===== config.mk =====
export PLATFORM = sky130hd
export DESIGN_NAME = hazard_unit
export DESIGN_NICKNAME = d
export VERILOG_FILES = /design/src/rtl/hazard_unit.sv
export SDC_FILE = /design/constraint.sdc
export NUM_CORES = 1
export LEC_CHECK = 0
export ABC_AREA = 1
export CORE_ASPECT_RATIO = 1.1
export CORE_UTILIZATION = 51
export CTS_CLUSTER_DIAMETER = 50
export CTS_CLUSTER_SIZE = 20
export DETAILED_ROUTE_END_ITERATION = 8
export GPL_ROUTABILITY_DRIVEN = 0
export HOLD_SLACK_MARGIN = 0.15
export PLACE_DENSITY_LB_ADDON = 0.05
export SKIP_LAST_GASP = 1
export SLEW_MARGIN = 20
export SYNTH_ARGS = -nofsm -noshare
export SYNTH_HDL_FRONTEND = slang
export SYNTH_SLANG_ARGS = --single-unit

===== constraint.sdc =====
create_clock -name clock -period 3.5 [get_ports clock]
set_input_delay 0.35 -clock clock [delete_from_list [all_inputs] [get_ports clock]]
set_output_delay 0.35 -clock clock [all_outputs]
set_load 0.03 [all_outputs]

===== src/rtl/hazard_unit.sv =====
`default_nettype none
// +--------------------------------------------------------------------------+
// | Module  : hazard_unit                                                    |
// | Brief   : Pipeline hazard detection, stall/flush control, operand        |
// |           forwarding select and saturating performance counters.         |
// | Config  : HAZARD_FORWARDING_EN - defined: EX/MEM forwarding with a       |
// |           1-cycle load-use stall; undefined: no forwarding, EX producer   |
// |           stalls 2 cycles, MEM producer stalls 1 cycle.                  |
// | Revision: 1.0 - initial release                                          |
// +--------------------------------------------------------------------------+
module hazard_unit #(
  // Internal counter width; outputs are always 32 bits (zero-extended).
  parameter int CNT_W = 32
) (
  input  logic        clock,
  input  logic        reset,
  input  logic [4:0]  id_rs1,
  input  logic [4:0]  id_rs2,
  input  logic        id_uses_rs1,
  input  logic        id_uses_rs2,
  input  logic [4:0]  ex_rd,
  input  logic [4:0]  mem_rd,
  input  logic        ex_reg_write,
  input  logic        mem_reg_write,
  input  logic        ex_is_load,
  input  logic        ex_branch_taken,
  output logic        stall,
  output logic        takebranch,
  output logic [1:0]  fwd_a,
  output logic [1:0]  fwd_b,
  output logic [31:0] stall_cycles,
  output logic [31:0] flush_count
);

  typedef enum logic [0:0] {
    RUN  = 1'b0,
    HOLD = 1'b1
  } state_t;

  localparam logic [CNT_W-1:0] CNT_MAX = {CNT_W{1'b1}};
  localparam logic [CNT_W-1:0] CNT_ONE = {{(CNT_W-1){1'b0}}, 1'b1};

  state_t           state_q, state_d;
  logic [1:0]       stall_cnt_q, stall_cnt_d;
  logic [CNT_W-1:0] stall_cycles_q, flush_count_q;

  logic       ex_match_a, ex_match_b, mem_match_a, mem_match_b;
  logic       ex_match;
  logic [1:0] hazard_n;   // stall length demanded by the current ID instruction

  // A producer only matters when it really writes a nonzero register the
  // consumer really reads; x0 is never a dependency.
  assign ex_match_a  = id_uses_rs1 && ex_reg_write  && (ex_rd  != 5'd0) && (ex_rd  == id_rs1);
  assign ex_match_b  = id_uses_rs2 && ex_reg_write  && (ex_rd  != 5'd0) && (ex_rd  == id_rs2);
  assign mem_match_a = id_uses_rs1 && mem_reg_write && (mem_rd != 5'd0) && (mem_rd == id_rs1);
  assign mem_match_b = id_uses_rs2 && mem_reg_write && (mem_rd != 5'd0) && (mem_rd == id_rs2);
  assign ex_match    = ex_match_a || ex_match_b;

`ifdef HAZARD_FORWARDING_EN
  // Only a load result is too late to forward from EX; everything else bypasses.
  assign hazard_n = (ex_is_load && ex_match) ? 2'd1 : 2'd0;
  // EX result is younger than MEM result, so it wins when both match.
  assign fwd_a    = ex_match_a ? 2'b01 : (mem_match_a ? 2'b10 : 2'b00);
  assign fwd_b    = ex_match_b ? 2'b01 : (mem_match_b ? 2'b10 : 2'b00);
`else
  logic mem_match;
  logic unused_load;
  assign mem_match   = mem_match_a || mem_match_b;
  assign unused_load = ex_is_load;
  // Without bypassing, wait until the producer has reached WB (write-before-read).
  assign hazard_n    = ex_match ? 2'd2 : (mem_match ? 2'd1 : 2'd0);
  assign fwd_a       = 2'b00;
  assign fwd_b       = 2'b00;
`endif

  assign takebranch   = ex_branch_taken;
  assign stall_cycles = 32'(stall_cycles_q);
  assign flush_count  = 32'(flush_count_q);

  // State and remaining-hold-count registers; reset abandons any stall at once.
  always_ff @(posedge clock or posedge reset) begin
    if (reset) begin
      state_q     <= RUN;
      stall_cnt_q <= 2'd0;
    end else begin
      state_q     <= state_d;
      stall_cnt_q <= stall_cnt_d;
    end
  end

  // Next-state and stall decode; a taken branch squashes any hazard in progress.
  always_comb begin
    state_d     = state_q;
    stall_cnt_d = stall_cnt_q;
    stall       = 1'b0;
    if (ex_branch_taken) begin
      state_d     = RUN;
      stall_cnt_d = 2'd0;
    end else if (state_q == HOLD) begin
      stall       = 1'b1;
      stall_cnt_d = stall_cnt_q - 2'd1;
      if (stall_cnt_q == 2'd1) begin
        state_d = RUN;
      end
    end else begin
      stall = (hazard_n != 2'd0);
      if (hazard_n > 2'd1) begin
        state_d     = HOLD;
        stall_cnt_d = hazard_n - 2'd1;
      end else begin
        stall_cnt_d = 2'd0;
      end
    end
    if (reset) begin
      stall = 1'b0;
    end
  end

  // Saturating performance counters for stall and flush cycles.
  always_ff @(posedge clock or posedge reset) begin
    if (reset) begin
      stall_cycles_q <= '0;
      flush_count_q  <= '0;
    end else begin
      if (stall && (stall_cycles_q != CNT_MAX)) begin
        stall_cycles_q <= stall_cycles_q + CNT_ONE;
      end
      if (takebranch && (flush_count_q != CNT_MAX)) begin
        flush_count_q <= flush_count_q + CNT_ONE;
      end
    end
  end

endmodule
`default_nettype wire


==> impl_metrics.env <==
export IMPL_status="complete, no violations"
export IMPL_avgSynthCellArea_um2=6.62
export IMPL_hold_path_class="in2async"
export IMPL_row_count=36
export IMPL_die_area_um2=9690
export IMPL_fin_cells=925
export IMPL_fin_worst_skew_ns=0.0112
export IMPL_p_sw_w=0.000701
export IMPL_r2r_end="flush_count[24]"
export IMPL_dpl_hpwl_um=8980
export IMPL_io_buffers=92
export IMPL_drtIter0Drc=284
export IMPL_post_route_drc_count=0
export IMPL_cp_data_required_time_ns=3.15
export IMPL_r2r_slack_ns=1.19
export IMPL_swShare_pct=31.6
export IMPL_ys_warnings_count=0
export IMPL_setup_tns_ns=0
export IMPL_totalWireLength_um=12000
export IMPL_crit_start="ex_rd[2]"
export IMPL_max_stage_delay_ns=0.69
export IMPL_final_period_utilization_pct=77.1
export IMPL_clock_sinks=67
export IMPL_r2r_worst_path_cells=9
export IMPL_final_nets=837
export IMPL_slew_headroom_pct=60.1
export IMPL_synth_cell_types=29
export IMPL_synth_area_um2=4740
export IMPL_post_drt_wl_per_cell_um=13.0
export IMPL_p_per_area_nw_per_um2=371
export IMPL_synth_top_area_share_pct=35.3
export IMPL_drv_cap=0
export IMPL_critical_path_top_delay_family="buffers and inverters"
export IMPL_overflow=0
export IMPL_crit_arrival_ns=2.35
export IMPL_cts_hold_buf=0
export IMPL_firstDrtPassIters=5
export IMPL_worstMarginPinSlew_ns=0.598
export IMPL_crit_chain="clkdlybuf4s50_1, inv_1, nand2_1, nand2_1, nor2_1, nand3_1, nand2_1, nand2_1, nand3_2, nand2_1, inv_1, clkdlybuf4s50_1"
export IMPL_die_width_um=94.0
export IMPL_path_buf_inv=4
export IMPL_diodes=0
export IMPL_synth_edff_count=0
export IMPL_crit_fanout=4
export IMPL_clkPwrFrac_pct=35.3
export IMPL_ys_ff_latch=67
export IMPL_cts_root_buf="clkbuf_8"
export IMPL_core_um2=8960
export IMPL_synthFlopType="dfrtp_1"
export IMPL_start_kind="primary input"
export IMPL_synthArstFlopShare_pct=100
export IMPL_vias_per_cell=5.23
export IMPL_htreeDepth=3
export IMPL_layout_drive_gt1_share_pct=5.67
export IMPL_p_leak_nw=2.78
export IMPL_synthToLayoutAreaGrowth_pct=26.0
export IMPL_yosys_area_top_type="dfrtp_1"
export IMPL_cts_clk_slew_worst_paths_ns=0.07
export IMPL_hold_viol=0
export IMPL_drv_slew=0
export IMPL_synth_seq_area_share_pct=35.3
export IMPL_timing_rr_start="flush_count[0]"
export IMPL_cp_end_kind="output pin"
export IMPL_timing_fmax_ghz=0.371
export IMPL_cts_tree="built"
export IMPL_post_cts_buffers=0
export IMPL_finalSetupViolCount=0
export IMPL_register_area_um2=1680
export IMPL_rsz0062_at_grt="false"
export IMPL_num_io_pins=98
export IMPL_power_frac_seq_pct=40.9
export IMPL_nFillCells=819
export IMPL_p_comb_share_pct=23.8
export IMPL_grt_max_degree=42
export IMPL_multiInputGateArea_um2=2670
export IMPL_via_count=4838
export IMPL_crit_type="in2out"
export IMPL_p_int_w=0.00151
export IMPL_dp_cells=909
export IMPL_cts_buffers=9
export IMPL_ant_nets=0
export IMPL_clk_path_buf_depth=2
export IMPL_fin_crit_ns=2.70
export IMPL_yosys_top_cells_area="dfrtp_1 (35%), nand2_1 (22%), nor2_1 (6.5%)"
export IMPL_syn_inst=717
export IMPL_initial_utilization_pct=52.9
export IMPL_grt_pass1_wl_um=19900
export IMPL_cp_slowest_cell="clkdlybuf4s50_1"
export IMPL_clock_latency_ns=0.36
export IMPL_ir_drop_v=0.000183
export IMPL_grt_total_usage_pct=26.1
export IMPL_path_common_cell="nand2_1"
export IMPL_fp_dieH_um=103
export IMPL_grt_pass1_vias=4381
export IMPL_crit_cells=12
export IMPL_antenna_found_initial=0
export IMPL_cts_resized=0
cells in the mapped netlist (2+ instances only):
library cell / count
nand2_1: 280
nor2_1: 82
inv_1: 71
dfrtp_1: 67
nand4_1: 42
nand3_1: 36
xor2_1: 27
nor3_1: 21
xnor2_1: 18
o21ai_0: 16
buf_2: 11
buf_4: 6
inv_2: 5
a21oi_1: 4
nor2_2: 4
clkbuf_1: 3
ha_1: 3
nand2_2: 3
nor2_4: 3
buf_6: 2
nand3_2: 2
nand3_4: 2
nand3b_1: 2
nor3_2: 2
state kept, by name, summed over array words and instances (netlist names):
register and cells:
stall_cycles 32, stall_cnt_q 2, state_q 1, flush_count 32
per-stage QoR:
step / cell area [um^2] / power [W] / worst slack (ns) / util, % / hold WS [ns]
after global placement: 5730 / 0.00143 / 0.801 / 63.9 / 0.435
after floorplan: 4750 / 0.00124 / 1.47 / - / 0.416
final: 5970 / 0.00221 / 0.803 / 66.7 / 0.314
after CTS: 5970 / 0.00223 / 0.787 / 66.7 / 0.329
after global routing: 5970 / 0.00232 / 0.656 / 66.7 / 0.355
after detailed placement: 5730 / 0.00145 / 0.791 / 63.9 / 0.453
per-layer routing:
metal / vias to the layer above / share of wire, % / wire (um) / track usage [%]
met4: 0 / 1.3 / 154 / 8.76
met2: 140 / 47 / 5670 / 42.8
met5: - / 0 / 0 / 0
met3: 14 / 5.0 / 599 / 3.91
li1: 2438 / - / - / -
met1: 2246 / 47 / 5610 / 35.4
worst max path at each step:
stage / end / slack (ns)
6_report: stall / 0.80
4_1_cts: stall / 0.79
3_3_place_gp: stall / 0.80
2_1_floorplan: flush_count[0] / 1.47
3_5_place_dp: stall / 0.79
5_1_grt: stall / 0.66
final cells by class:
class | count | share of cell area (%)
tap | 114 | 2.39
timing repair buffer | 97 | 16.0
multi-input combinational | 555 | 44.6
clock inverter | 3 | 1.13
inverter | 76 | 4.77
sequential | 67 | 28.1
clock buffer | 13 | 2.99
placed cells by master (no fill, tap or decap), types with 16 or more instances in the layout:
master / n
nand2_1: 280
clkdlybuf4s50_1: 92
nor2_1: 81
inv_1: 70
dfrtp_1: 67
nand4_1: 42
nand3_1: 36
xor2_1: 27
nor3_1: 21
xnor2_1: 18
o21ai_0: 16
cell families after synthesis:
logic type,synth area share (%)
AOI/OAI and AO/OA,2.27
xor gates and xnor gates,8.31
adders and majority gates,0.791
buffers and inverters,8.84
DFF,35.3
other,0.0791
and+or+nand+nor,44.4
power groups by stage:
stage	clock network (W)	registers, W	logic, W
after floorplan	0	0.00102	0.000218
after global placement	0	0.000916	0.000517
after detailed placement	0	0.000919	0.000530
after CTS	0.000793	0.000905	0.000530
after global routing	0.000823	0.000917	0.000579
final	0.000783	0.000905	0.000526
(Power assumes the default switching activity.)
